## src/rtl/layer_cu.sv

```systemverilog
// Purpose: sequencer for one fully-connected layer; walks output neurons in groups of LANES, driving MAC kernel controls and result writes.
// Latency: per group 1 INIT + in_len MAC + 1 BIAS (if built) + Lg WRITE cycles, then a single DONE cycle; outputs are registered.
// Backpressure: none; memories are assumed single-cycle, and go is ignored while busy. Optional bias phase: define LAYER_CU_BIAS_EN.
module layer_cu #(
    parameter int ADDR_W = 32,
    parameter int LANES  = 4,
    parameter int LANE_W = 6
) (
    input  logic              clk,
    input  logic              rst,
    input  logic              go,
    input  logic              relu,
    input  logic [ADDR_W-1:0] data_address,
    input  logic [ADDR_W-1:0] weight_address,
    input  logic [ADDR_W-1:0] result_address,
    input  logic [ADDR_W-1:0] in_len,
    input  logic [ADDR_W-1:0] out_len,
    output logic              busy,
    output logic              done,
    output logic              init,
    output logic              en,
    output logic              bias_en,
    output logic              mode,
    output logic [ADDR_W-1:0] data_idx,
    output logic [ADDR_W-1:0] weight_idx,
    output logic [ADDR_W-1:0] result_idx,
    output logic              write_enable,
    output logic [LANE_W-1:0] lane_sel
);

    typedef enum logic [2:0] {
        S_IDLE  = 3'd0,
        S_INIT  = 3'd1,
        S_MAC   = 3'd2,
        S_BIAS  = 3'd3,
        S_WRITE = 3'd4,
        S_DONE  = 3'd5
    } state_t;

    localparam logic [ADDR_W-1:0] ONE     = ADDR_W'(1);
    localparam logic [ADDR_W-1:0] LANES_A = ADDR_W'(LANES);

    state_t              state;
    logic                relu_r;
    logic [ADDR_W-1:0]   data_addr_r;
    logic [ADDR_W-1:0]   weight_addr_r;
    logic [ADDR_W-1:0]   res_addr_r;
    logic [ADDR_W-1:0]   in_len_r;
    logic [ADDR_W-1:0]   out_len_r;
    logic [ADDR_W-1:0]   grp_base;   // g*LANES, first neuron of the current group
    logic [ADDR_W-1:0]   kcnt;       // MAC cycle within the group
    logic [ADDR_W-1:0]   lg;         // lanes in the current group
    logic                first_w;    // next enabled cycle is the first of the layer

    logic [ADDR_W-1:0]   rem;
    logic [ADDR_W-1:0]   lg_calc;
    logic [ADDR_W-1:0]   w_next;
    logic                last_lane;
    logic                last_mac;

    // Group sizing and next weight address; the weight stream runs unbroken across groups
    always_comb begin
        rem       = out_len_r - grp_base;
        lg_calc   = (rem < LANES_A) ? rem : LANES_A;
        w_next    = first_w ? weight_addr_r : (weight_idx + ONE);
        last_lane = (ADDR_W'(lane_sel) == (lg - ONE));
        last_mac  = (kcnt == (in_len_r - ONE));
    end

    // Layer sequencer; every output is registered alongside the state it belongs to
    always_ff @(posedge clk or posedge rst) begin
        if (rst) begin
            state         <= S_IDLE;
            relu_r        <= 1'b0;
            data_addr_r   <= '0;
            weight_addr_r <= '0;
            res_addr_r    <= '0;
            in_len_r      <= '0;
            out_len_r     <= '0;
            grp_base      <= '0;
            kcnt          <= '0;
            lg            <= '0;
            first_w       <= 1'b0;
            busy          <= 1'b0;
            done          <= 1'b0;
            init          <= 1'b0;
            en            <= 1'b0;
            bias_en       <= 1'b0;
            mode          <= 1'b0;
            data_idx      <= '0;
            weight_idx    <= '0;
            result_idx    <= '0;
            write_enable  <= 1'b0;
            lane_sel      <= '0;
        end else begin
            init         <= 1'b0;
            en           <= 1'b0;
            bias_en      <= 1'b0;
            write_enable <= 1'b0;
            done         <= 1'b0;
            case (state)
                S_IDLE: begin
                    if (go) begin
                        relu_r        <= relu;
                        data_addr_r   <= data_address;
                        weight_addr_r <= weight_address;
                        res_addr_r    <= result_address;
                        in_len_r      <= in_len;
                        out_len_r     <= out_len;
                        grp_base      <= '0;
                        first_w       <= 1'b1;
                        busy          <= 1'b1;
                        mode          <= relu;
                        init          <= 1'b1;
                        state         <= S_INIT;
                    end
                end
                S_INIT: begin
                    lg <= lg_calc;
                    if (out_len_r == '0) begin
                        done  <= 1'b1;
                        state <= S_DONE;
                    end else if (in_len_r != '0) begin
                        kcnt       <= '0;
                        data_idx   <= data_addr_r;
                        weight_idx <= w_next;
                        first_w    <= 1'b0;
                        en         <= 1'b1;
                        state      <= S_MAC;
                    end else begin
`ifdef LAYER_CU_BIAS_EN
                        weight_idx <= w_next;
                        first_w    <= 1'b0;
                        en         <= 1'b1;
                        bias_en    <= 1'b1;
                        state      <= S_BIAS;
`else
                        lane_sel     <= '0;
                        result_idx   <= res_addr_r + grp_base;
                        write_enable <= 1'b1;
                        state        <= S_WRITE;
`endif
                    end
                end
                S_MAC: begin
                    if (!last_mac) begin
                        kcnt       <= kcnt + ONE;
                        data_idx   <= data_idx + ONE;
                        weight_idx <= w_next;
                        en         <= 1'b1;
                    end else begin
`ifdef LAYER_CU_BIAS_EN
                        weight_idx <= w_next;
                        en         <= 1'b1;
                        bias_en    <= 1'b1;
                        state      <= S_BIAS;
`else
                        lane_sel     <= '0;
                        result_idx   <= res_addr_r + grp_base;
                        write_enable <= 1'b1;
                        state        <= S_WRITE;
`endif
                    end
                end
                S_BIAS: begin
                    lane_sel     <= '0;
                    result_idx   <= res_addr_r + grp_base;
                    write_enable <= 1'b1;
                    state        <= S_WRITE;
                end
                S_WRITE: begin
                    if (!last_lane) begin
                        lane_sel     <= lane_sel + LANE_W'(1);
                        result_idx   <= result_idx + ONE;
                        write_enable <= 1'b1;
                    end else if (rem > LANES_A) begin
                        // More neurons remain beyond this group
                        grp_base <= grp_base + LANES_A;
                        init     <= 1'b1;
                        state    <= S_INIT;
                    end else begin
                        done  <= 1'b1;
                        state <= S_DONE;
                    end
                end
                S_DONE: begin
                    busy  <= 1'b0;
                    mode  <= 1'b0;
                    state <= S_IDLE;
                end
                default: begin
                    busy  <= 1'b0;
                    mode  <= 1'b0;
                    state <= S_IDLE;
                end
            endcase
        end
    end

endmodule

```

## config.mk

```make
export PLATFORM = sky130hd
export DESIGN_NAME = layer_cu
export DESIGN_NICKNAME = d
export VERILOG_FILES = /design/src/rtl/layer_cu.sv
export SDC_FILE = /design/constraint.sdc
export NUM_CORES = 1
export LEC_CHECK = 0
export CAP_MARGIN = 20
export CORE_UTILIZATION = 54
export CTS_BUF_LIST = sky130_fd_sc_hd__clkbuf_2
export DETAILED_ROUTE_END_ITERATION = 8
export PLACE_DENSITY = 0.78
export SETUP_SLACK_MARGIN = 0.1
export SYNTH_ARGS = -nofsm -noshare
export SYNTH_HDL_FRONTEND = slang
export SYNTH_SLANG_ARGS = --single-unit
export TNS_END_PERCENT = 10
```

## constraint.sdc

```tcl
create_clock -name clk -period 38.3 [get_ports clk]
set_input_delay 7.66 -clock clk [delete_from_list [all_inputs] [get_ports clk]]
set_output_delay 7.66 -clock clk [all_outputs]
set_load 0.05 [all_outputs]
```

# [After elaboration in Yosys (flattened, before gate mapping)]
# Index checks and enable logic that the tools add are counted.
# W data, S select, Z words.
[totals] ff_bits=368 latchBits=0 ramBits=0 rom_bits=0 input_bits=164 output_inout_bits=109 n_memories=0
[classes] add_sub_neg=10 mul=0 div=0 order_cmp=2 eq_ne=15 shifts=0 muxes=59 n_bitwise=1 n_reduce_logical=15
[ops] op="$mux W32" n=18
[ops] op="$pmux W32 S2" n=4
[ops] op="$add A32 B1 Y32 const B" n=4
[ops] op="$pmux W32 S4" n=1
[ops] op="$sub A32 B1 Y32 const B" n=2
[ops] op="$add A32 B3 Y32 const B" n=1
[ops] op="$add A32 B32 Y32" n=1
[ops] op="$eq A32 B32 Y1" n=1
[ops] op="$eq A6 B32 Y1" n=1
[ops] op="$gt A32 B3 Y1 const B" n=1
[ops] op="$logic_not A32 Y1" n=1
[ops] op="$lt A32 B3 Y1 const B" n=1
[ops] op="$reduce_bool A32 Y1" n=1
[ops] op="$sub A32 B32 Y32" n=1
[ops] op="$mux W6" n=4
[ops] op="$pmux W6 S4" n=1
[ops] op="$mux W3" n=6
[ops] op="$ne A2 B2 Y1 const B" n=9
[ops] op="$mux W1" n=17
[ops] op="$pmux W3 S5" n=1
[ops] op="$pmux W1 S2" n=6
[ops] op="$reduce_and A4 Y1" n=3
[ops] op="$add A6 B1 Y6 const B" n=1
[ops] op="$eq A3 B2 Y1 const B" n=2
[ops] op="other kinds (11)" n=14

# [Depth between registers and ports, before layout]
# Gate-level depths: netlist of run 1.
[depth] word_depth=5 mapped_depth=17

# [Worst setup path after synthesis of run 1]
# Ideal clock, no wire load.
[synth_timing] path_type="input to register" start="input go" end="register first_w" setup_time_ns=0.143 t_arrival_ns=8.575 path_slack_ns=29.582 stages=5 n_path_buf=2 cell_sequence="nor2b_1 > nand2_1 > clkbuf_1 > clkbuf_1 > o21ai_0"
[synth_between] elab_chain_len=2
[synth_lines] element="start, declared" line_no="11" source="input logic go,"
[synth_lines] element="$ne A2 B2 Y1 (no source line)"
[synth_lines] element="$reduce_and A4 Y1 (no source line)"
[synth_lines] element="end signal, assigned" line_no="83" source="first_w <= 1'b0;"
[synth_lines] element="end signal, assigned" line_no="111" source="first_w <= 1'b1;"
[synth_lines] element="end signal, assigned" line_no="127" source="first_w <= 1'b0;"
[synth_lines] element="end, declared" line_no="53" source="logic first_w;"
# No other way between the ends.
# A chain may end at the register's enable or synchronous reset.

# [Worst setup path in the final report of run 1]
[layout_timing] start="register weight_idx[6]" end="output weight_idx[6]"
[layout_rtl] element="start, declared" line_no="25" source="output logic [ADDR_W-1:0] weight_idx,"
[layout_rtl] element="start signal, assigned" line_no="126" source="weight_idx <= w_next;"
[layout_rtl] element="start signal, assigned" line_no="149" source="weight_idx <= w_next;"
# No word-level cell between the ends.

==> results of run 1 <==
per-stage QoR:
| step | std cells | area, sq um | util |
|---|---|---|---|
| 2_1_floorplan | 2682 | 21700 | - |
| 3_5_place_dp | 3361 | 24700 | 0.622 |
| 3_3_place_gp | 3361 | 24700 | 0.622 |
| 5_1_grt | 3541 | 25600 | 0.645 |
| 6_report | 3542 | 25600 | 0.645 |
| 4_1_cts | 3535 | 25600 | 0.643 |
per-layer routing:
| metal | vias to the layer above | global-route usage | wire (um) |
|---|---|---|---|
| li1 | 9953 | - | - |
| met4 | 2 | 0.0975 | 1290 |
| met1 | 9916 | 0.421 | 27600 |
| met2 | 827 | 0.459 | 28200 |
| met5 | - | 0 | 12 |
| met3 | 88 | 0.0782 | 5440 |
final timing paths:
check                          startpoint        endpoint  slack, ps  cells after the start
max in group asynchronous             rst           lg[0]      29430                      4
hold / removal             data_addr_r[9]  data_addr_r[9]        480                      2
setup reg to reg              grp_base[6]    grp_base[27]      32710                     14
hold reg to reg            data_addr_r[9]  data_addr_r[9]        480                      2
min in group asynchronous             rst     in_len_r[9]       6950                      2
setup / recovery            weight_idx[6]   weight_idx[6]      28240                      1
power by group:
part / internal, uW / switching (uW)
clock network: 102 / 173
registers: 522 / 153
logic: 382 / 694
sequential cells by signal (all words and copies together) (netlist names):
signal         cells
lane_sel           6
write_enable       1
grp_base          30
weight_idx        32
busy               1
kcnt              32
en                 1
data_idx          32
weight_addr_r     32
done               1
in_len_r          32
mode               1
result_idx        32
data_addr_r       32
res_addr_r        32
state              3
init               1
first_w            1
out_len_r         32
lg                32
cell type report:
cell class	count	area [sq um]	area share
diodes	3	7.51	0.000293
clock buffers	143	716	0.0279
clock inverters	31	143	0.00557
inverters	92	354	0.0138
multi-input cells	2092	11700	0.456
flip-flops and latches	366	9160	0.357
well taps	525	657	0.0256
repair buffers	290	2890	0.113
cell families (layout without fill, tap and decap cells):
logic type | Yosys count | after routing | share of synthesized area
AOI/OAI and AO/OA | 582 | 582 | 0.162
other | 2 | 6 | 0.000346
xor gates and xnor gates | 122 | 122 | 0.0492
buffers and inverters | 224 | 556 | 0.0410
adders and majority gates | 68 | 68 | 0.0392
DFF | 366 | 366 | 0.422
and+or+nand+nor | 1294 | 1294 | 0.275
muxes | 23 | 23 | 0.0114
cells in the final DEF (no fill, tap or decap), types with 9 or more instances in the layout:
cell type,instances
sky130_fd_sc_hd__a211oi_1,10
sky130_fd_sc_hd__a21o_1,18
sky130_fd_sc_hd__a21oi_1,191
sky130_fd_sc_hd__a22oi_1,14
sky130_fd_sc_hd__a31oi_1,18
sky130_fd_sc_hd__and2_1,31
sky130_fd_sc_hd__and3_1,40
sky130_fd_sc_hd__and4_1,10
sky130_fd_sc_hd__buf_4,16
sky130_fd_sc_hd__clkbuf_2,144
sky130_fd_sc_hd__clkdlybuf4s50_1,271
sky130_fd_sc_hd__clkinv_1,14
sky130_fd_sc_hd__clkinv_2,11
sky130_fd_sc_hd__dfrtp_1,365
sky130_fd_sc_hd__ha_1,68
sky130_fd_sc_hd__inv_1,89
sky130_fd_sc_hd__mux2i_1,21
sky130_fd_sc_hd__nand2_1,635
sky130_fd_sc_hd__nand2b_1,11
sky130_fd_sc_hd__nand3_1,93
sky130_fd_sc_hd__nand4_1,52
sky130_fd_sc_hd__nor2_1,201
sky130_fd_sc_hd__nor2b_1,19
sky130_fd_sc_hd__nor3_1,72
sky130_fd_sc_hd__nor4_1,38
sky130_fd_sc_hd__nor4b_1,11
sky130_fd_sc_hd__o21a_1,12
sky130_fd_sc_hd__o21ai_0,181
sky130_fd_sc_hd__o21bai_1,9
sky130_fd_sc_hd__o22ai_1,21
sky130_fd_sc_hd__o31ai_1,11
sky130_fd_sc_hd__or3_1,31
sky130_fd_sc_hd__or4_1,13
sky130_fd_sc_hd__xnor2_1,74
sky130_fd_sc_hd__xor2_1,48
==> run metrics, run 1 <==
worst slack on hold paths 481 ps; die extent in x 203 um; CTS Hold Buffers Added 0; Area growth syn-to-layout 18.0%; critical path endpoint category primary output; clock tree skew after final layout 65.6 ps; final estimated routing congestion in global placement 0.901; series of cell instances along the critical path clkdlybuf4s50_1; sum of buffers and inverters on the critical path 1; slowest cell on the critical path sky130_fd_sc_hd__clkdlybuf4s50_1; Seq cells post-synth 366; count of pins over their slew limit 0; Syn Std Cell Area 21700 sq um; Nets 3172; largest net degree at the start of global routing 149; main area contributors after synthesis sky130_fd_sc_hd__dfrtp_1 42%, sky130_fd_sc_hd__nand2_1 11%, sky130_fd_sc_hd__a21oi_1 4.4%; DRC violation count after routing 0; remaining number of nets flagged by the antenna check after routing 0; cells after synthesis 2681; count of buffers inserted at the top-level ports 271; post-cts resize count 0; kind of start point of the critical path flip-flop; floorplan row count 73; core region area 39700 sq um; number of antenna violations at the first check in global routing 3; buffer levels on the longest clock path 3; cell family contributing the most delay on the critical path buffers and inverters; routed wire length per instance 17.6 um; Worst Setup Slack post-DPL 27250 ps; ports placed on the boundary 273; data required time at the worst endpoint 30640 ps; worst slew slack as a fraction of its limit 0.312; critical path start-end classification flip-flop to primary output; leading area contributor after synthesis sky130_fd_sc_hd__dfrtp_1; result of the run completed; final cycle utilization of the critical path 0.263; worst slew pin tran 1030 ps; final HPWL from detailed placement 44300 um; Synth cell types 90; largest driver fanout on the critical path 8; leakage dissipation 0.0117 uW; stage delay of the slowest cell on the critical path 860 ps; summed negative setup slack over all endpoints 0 ps; number of failing setup endpoints in the final timing report 0; total number of vias 20800; clock latency at the later pin of the worst-skew pair 1040 ps; die height 203 um; post-detailed-routing wire length 62500 um; 1st-iter DRT viols 1586; PnR Total Power 2030 uW; power per unit of standard cell area 79.0 nW/um^2; Setup WS post-layout 28240 ps; top cell types by occurrence after synthesis 636 x sky130_fd_sc_hd__nand2_1, 366 x sky130_fd_sc_hd__dfrtp_1, 203 x sky130_fd_sc_hd__nor2_1, 191 x sky130_fd_sc_hd__a21oi_1, 181 x sky130_fd_sc_hd__o21ai_0; clock buffer count from CTS 98; setup repair after global routing missed its margin false; primary flip-flop cell chosen by synthesis mapping sky130_fd_sc_hd__dfrtp_1; number of enable flip-flop cells after synthesis 0; post-synthesis average cell area 8.10 sq um; clock input transition at the sequential cells of the worst setup and hold paths 120 ps; Max Cap Viol 0; post-CTS repair timing setup buffer count 0; share of post-route cells with drive strength above 1 0.0723; Final Critical Period 10060 ps; via density per instance 5.87; clock tree from TritonCTS yes; Max H-tree Level 3; portion of the post-synthesis area used by sequential elements 0.422; first-pass iteration count of the detailed router 6; most common cell in the netlist sky130_fd_sc_hd__nand2_1; number of warnings issued by yosys 0; starting density of the core 0.546; root buf cell sky130_fd_sc_hd__clkbuf_2; clock tree sinks 366; Filler Cell Count 3464; share of flip-flops with an asynchronous set or reset after synthesis 1.00; maximum clock frequency 99.4 MHz; fraction of synthesized cell area taken by the top area cell type 0.422; Worst Hold Class flip-flop to flip-flop; wire length of the first global-routing pass 101000 um; remaining global-route overflow 0; overall track demand over capacity in global routing 0.302; Final Hold Vio Count 0; maximum vdd ir drop 61.3 uV; Die ar. 41000 sq um; number of global-route vias before repair 19600; Crit path arrival time 2400 ps
No activity file was read; power rests on OpenSTA's default activity.
==> run 2, diff against run 1 <==
--- a/config.mk
+++ b/config.mk
@@ -6,10 +6,10 @@
 export NUM_CORES = 1
 export LEC_CHECK = 0
 export CAP_MARGIN = 20
-export CORE_UTILIZATION = 54
+export CORE_UTILIZATION = 53
 export CTS_BUF_LIST = sky130_fd_sc_hd__clkbuf_2
 export DETAILED_ROUTE_END_ITERATION = 8
-export PLACE_DENSITY = 0.78
+export PLACE_DENSITY = 0.8
 export SETUP_SLACK_MARGIN = 0.1
 export SYNTH_ARGS = -nofsm -noshare
 export SYNTH_HDL_FRONTEND = slang
==> constraint.sdc (replaced) <==
create_clock -name clk -period 9.15 [get_ports clk]
set_input_delay 1.83 -clock clk [delete_from_list [all_inputs] [get_ports clk]]
set_output_delay 1.83 -clock clk [all_outputs]
set_load 0.05 [all_outputs]
==> run 2 against run 1 <==
Wire length shrank 0.13%. Final area barely moved. Critical endpoint is now result_idx[7]. Largest power group unchanged. Via count shrank 0.26%.
==> run metrics, run 2 (synthesized netlist as in run 1, its figures left out) <==
result of the run completed; Nets 3167; clock tree sinks 366; Crit path arrival time 6280 ps; fraction of power consumed by combinational cells 0.531; leakage dissipation 0.0117 uW; Max Cap Viol 0; Max H-tree Level 3; Area growth syn-to-layout 18.1%; setup repair after global routing missed its margin false; buffer levels on the longest clock path 3; slowest cell on the critical path sky130_fd_sc_hd__nor4b_2; worst slack on hold paths 478 ps; ports placed on the boundary 273; Worst Hold Class flip-flop to flip-flop; internal power component 4250 uW; sum of buffers and inverters on the critical path 2; cell family contributing the most delay on the critical path simple AND/OR/NAND/NOR gates; most common cell after layout, fill and taps aside sky130_fd_sc_hd__nand2_1; CTS Hold Buffers Added 0; most frequent cell on the critical path sky130_fd_sc_hd__or4_1; worst slew slack as a fraction of its limit 0.259; summed negative setup slack over all endpoints 0 ps; worst slew pin tran 1100 ps; clock tree from TritonCTS yes; Final Hold Vio Count 0; final HPWL from detailed placement 44600 um; Final Critical Period 5360 ps; floorplan row count 73; number of failing setup endpoints in the final timing report 0; switching power summed over all nets 4270 uW; post-CTS repair timing setup buffer count 0; proportion of power drawn by the clock network 0.137; power per unit of standard cell area 332 nW/um^2; post-cts resize count 0; maximum clock frequency 187 MHz; via density per instance 5.85; number of antenna violations at the first check in global routing 5; count of pins over their slew limit 0; core region area 40100 sq um; remaining global-route overflow 0; largest driver fanout on the critical path 28; clock input transition at the sequential cells of the worst setup and hold paths 100 ps; remaining number of nets flagged by the antenna check after routing 0; kind of start point of the critical path flip-flop; final cycle utilization of the critical path 0.586; count of buffers inserted at the top-level ports 271; Filler Cell Count 3488; number of global-route vias before repair 19600; critical path endpoint category flip-flop; critical path start-end classification flip-flop to flip-flop; series of cell instances along the critical path inv_1 -> ha_1 -> nor4b_2 -> nand4_1 -> or4_1 -> a211o_1 -> or4_1 -> or4_4 -> o31ai_4 -> nor2_4 -> clkinv_2 -> o21ai_0 -> a22oi_1; sequential share of power 0.331; clock latency at the later pin of the worst-skew pair 1090 ps; post-detailed-routing wire length 62400 um; maximum vdd ir drop 247 uV; starting density of the core 0.541; share of post-route cells with drive strength above 1 0.0668; root buf cell sky130_fd_sc_hd__clkbuf_2; die height 204 um; PnR Total Power 8520 uW; DRC violation count after routing 0; Switching Share 0.501; routed wire length per instance 17.6 um; final estimated routing congestion in global placement 0.961; total number of vias 20700; first-pass iteration count of the detailed router 6; data required time at the worst endpoint 10070 ps; most frequent cells in the layout 635 x sky130_fd_sc_hd__nand2_1, 365 x sky130_fd_sc_hd__dfrtp_1, 271 x sky130_fd_sc_hd__clkdlybuf4s50_1; 1st-iter DRT viols 1603; largest net degree at the start of global routing 178; Die ar. 41800 sq um; wire length of the first global-routing pass 101000 um; die extent in x 204 um; clock buffer count from CTS 95; overall track demand over capacity in global routing 0.301; stage delay of the slowest cell on the critical path 750 ps; clock tree skew after final layout 102 ps
==> run 2: changes by cell type in the layout (fill, tap and decap cells not counted), sizes merged <==
cell / delta
clkbuf: -7
clkinv: +7
inv: -4
buf: -2
bufinv: +2
diode: +2
clkinvlp: +1
==> run 2: layer usage <==
| metal | share of wire | track usage |
|---|---|---|
| met5 | 0.00019 | 0 |
| met1 | 0.44 | 0.415 |
| met4 | 0.028 | 0.110 |
| met3 | 0.084 | 0.0706 |
| met2 | 0.45 | 0.460 |
==> run 2: power groups by stage <==
stage | sequential (uW) | combinational (uW) | clock (uW)
finish | 2820 | 4530 | 1170
CTS | 2810 | 4500 | 1200
global placement | 2810 | 4390 | 0
detailed placement | 2830 | 4470 | 0
global route | 2900 | 4960 | 1290
floorplan | 3330 | 2630 | 0
==> run 2: per-stage QoR <==
| step | worst slack [ps] | util | cell area [sq um] | std cells |
|---|---|---|---|---|
| final | 3790 | 0.639 | 25600 | 3541 |
| after global routing | 3230 | 0.639 | 25600 | 3539 |
| after CTS | 3800 | 0.639 | 25600 | 3535 |
| after detailed placement | 3810 | 0.617 | 24700 | 3362 |
| after global placement | 3990 | 0.616 | 24700 | 3361 |
| after floorplan | 2410 | - | 21700 | 2682 |
==> run 2: cell type report <==
class	count	area (sq um)	share of cell area
Timing Repair Buffer	288	2880	0.112
Sequential cell	366	9160	0.357
Multi-Input combinational cell	2092	11700	0.456
Inverter	92	350	0.0137
Tap cell	525	657	0.0256
Clock buffer	136	681	0.0265
Antenna cell	5	12.5	0.000488
Clock inverter	37	204	0.00796
==> run 2: worst min-delay path, stage by stage (launching register included) <==
cell and delay (ps):
sky130_fd_sc_hd__dfrtp_1 350, sky130_fd_sc_hd__nand2_1 50, sky130_fd_sc_hd__nand2_1 50
==> run 2: path summary, 6_finish.rpt <==
path / startpoint / to / slack (ps) / cells past startpoint
min in group asynchronous: rst / kcnt[21] / 1300 / 3
setup reg to reg: in_len_r[0] / result_idx[7] / 3790 / 13
hold / removal: data_addr_r[1] / data_addr_r[1] / 480 / 2
setup / recovery: in_len_r[0] / result_idx[7] / 3790 / 13
hold reg to reg: data_addr_r[1] / data_addr_r[1] / 480 / 2
max in group asynchronous: rst / result_idx[20] / 6390 / 4
==> RTL edit: new RTL, flow settings as in run 2 <==
Add a define of `LAYER_CU_BIAS_EN`.
--- a/src/rtl/layer_cu.sv
+++ b/src/rtl/layer_cu.sv
@@ -1,6 +1,8 @@
 // Purpose: sequencer for one fully-connected layer; walks output neurons in groups of LANES, driving MAC kernel controls and result writes.
 // Latency: per group 1 INIT + in_len MAC + 1 BIAS (if built) + Lg WRITE cycles, then a single DONE cycle; outputs are registered.
 // Backpressure: none; memories are assumed single-cycle, and go is ignored while busy. Optional bias phase: define LAYER_CU_BIAS_EN.
+`define LAYER_CU_BIAS_EN
+
 module layer_cu #(
     parameter int ADDR_W = 32,
     parameter int LANES  = 4,
Formal check against the unedited RTL: not equivalent (a bounded check fails within 4 cycles, from zero or initial values and one cycle with rst high).
==> RTL edit against run 2 <==
- design area about the same
- count of clock-buffer cells in the layout grew 9
- critical path type unchanged
- sequential cell count up 1
- setup slack better by 0.36 ns
- wire length is 4.6% higher
- first-iteration DRC count up 24%
- sequential share of layout area increased by 0.10 points
- area after synthesis fell by 0.27%
- critical path depth grew 1
Power is not compared: it rests on default switching activity, and its combinational part moved more than twofold at a synthesized area within 25%.
==> RTL edit: results (changes against run 2) <==
Post-DP Area 24730 sq um (about the same); Max Buffers Root-to-Sink 3 (unchanged); R2R depth 14 (+1); worst-margin pin slew 1.147 ns (+0.04271 ns); Layout Cells excl Fill 3531 (-0.28%); Synth Flop Type dfrtp_1; Port-buffer cells 272 (+0.37%); NumNets Final 3161 (-0.19%); synth top area cells dfrtp_1 42%, nand2_1 11%, a21oi_1 4.3%, nor2_1 4.1%, ha_1 3.9%; Post-CTS Setup Inserts 0 (unchanged); outcome finished, final reports clean; Final Skew 0.07186 ns (-0.02990 ns); Routed Antenna Nets 0 (unchanged); Placed Instances 3353 (-0.27%); half-perimeter wire length after placement 46630 microns (+4.6%); DRT iter0 DRCs 1992 (+24%); number of antenna violations at the first check in global routing 4 (-1); Worst-Skew Late Latency 1.07 ns (-0.02 ns); global-route wire length before repair 104800 microns (+3.7%); routability congestion estimate 0.9364 (-2.5%); Data arrival, critical path 5.95 ns (-0.33 ns); critical-path maximum fanout 27 (-3.6%); number of vias per cell 5.940 (+1.5%); largest net degree at the start of global routing 159 (-11%); Seq/Total Area, Yosys 42.42% (+0.23 points); Commonest cells post-synth 622 x nand2_1, 367 x dfrtp_1, 235 x nor2_1; mean post-synth cell area 8.127 sq um (+0.37%); number of distinct library cells after synthesis 93 (+3.3%); Post-Route WL 65250 microns (+4.6%); vias in the first global route 20170 (+2.9%); CTS Buf Count 98 (+3.2%); layout cell share with drive strength beyond 1 8.059% (+1.4 points); CTS root buf clkbuf_2; Lkg Pwr 12.20 nW; total track usage 31.30% (+1.2 points)
==> RTL edit: changes by cell type after synthesis, sizes merged, moves of 14 or more <==
cell | before | now
nor2 | 205 | 236
nor2b | 19 | 47
o21ai | 188 | 161
mux2 | 1 | 23
nor3 | 74 | 54
and2 | 32 | 13
or3 | 31 | 13
nand2 | 636 | 622
==> RTL edit: critical path, cell delays in order (launching register included) <==
cell       delay [ns]
dfrtp_1          0.44
inv_1            0.12
ha_1             0.36
nor2b_1          0.16
o31ai_1          0.45
a31oi_1          0.28
a31oi_1          0.51
o31ai_2          0.23
a211o_1          0.30
a2111oi_0        0.61
nor4b_4          0.46
a41oi_2          0.16
buf_4            0.27
o21ai_0          0.20
mux2_2           0.35
==> RTL edit: area by class of cell <==
| type | instances | area [sq um] |
|---|---|---|
| multi-input combinational | 2085 | 11700 |
| sequential | 367 | 9184 |
| clock inverter | 29 | 145.1 |
| fill | 3465 | 14370 |
| tap | 525 | 656.9 |
| inverter | 86 | 326.6 |
| timing repair buffer | 291 | 2890 |
| antenna | 3 | 7.507 |
| clock buffer | 145 | 725.7 |
==> RTL edit: path summary, 6_finish.rpt <==
check | start | slack (ns) | endpoint
worst max-delay path | grp_base[2] | 4.15 | grp_base[14]
worst min-delay path | data_addr_r[5] | 0.48 | data_addr_r[5]
worst max register to register | grp_base[2] | 4.15 | grp_base[14]
worst min register to register | data_addr_r[5] | 0.48 | data_addr_r[5]
max in group asynchronous | rst | 6.47 | out_len_r[10]
min in group asynchronous | rst | 1.23 | in_len_r[28]
==> RTL edit: stage by stage <==
step	setup slack (ns)	total power [mW]
2_1_floorplan	2.396	1.680
3_3_place_gp	4.197	1.767
3_5_place_dp	4.192	1.766
4_1_cts	4.171	2.930
5_1_grt	3.778	3.020
6_report	4.151	2.905
==> RTL edit: layer usage <==
| metal | vias to the layer above | part of all wire, % | track usage, % |
|---|---|---|---|
| met1 | 10030 | 44 | 43.91 |
| met3 | 141 | 8.0 | 6.712 |
| met5 | - | 0.020 | 0 |
| li1 | 9906 | - | - |
| met4 | 2 | 2.8 | 10.71 |
| met2 | 896 | 45 | 47.89 |
==> RTL edit: cell families after synthesis <==
family | after synthesis | share of synthesized area (%)
compound gates | 551 | 15.55
buf+inv | 212 | 3.722
xor+xnor | 119 | 4.814
flops | 367 | 42.42
fa+ha+maj | 68 | 3.930
other cells | 2 | 0.03469
simple gates | 1314 | 27.97
mux | 31 | 1.566
==> RTL edit: power breakdown <==
part           internal (mW)  switching (mW)
Combinational         0.0637          0.0473
Clock                  0.452           0.722
Sequential              1.62               0
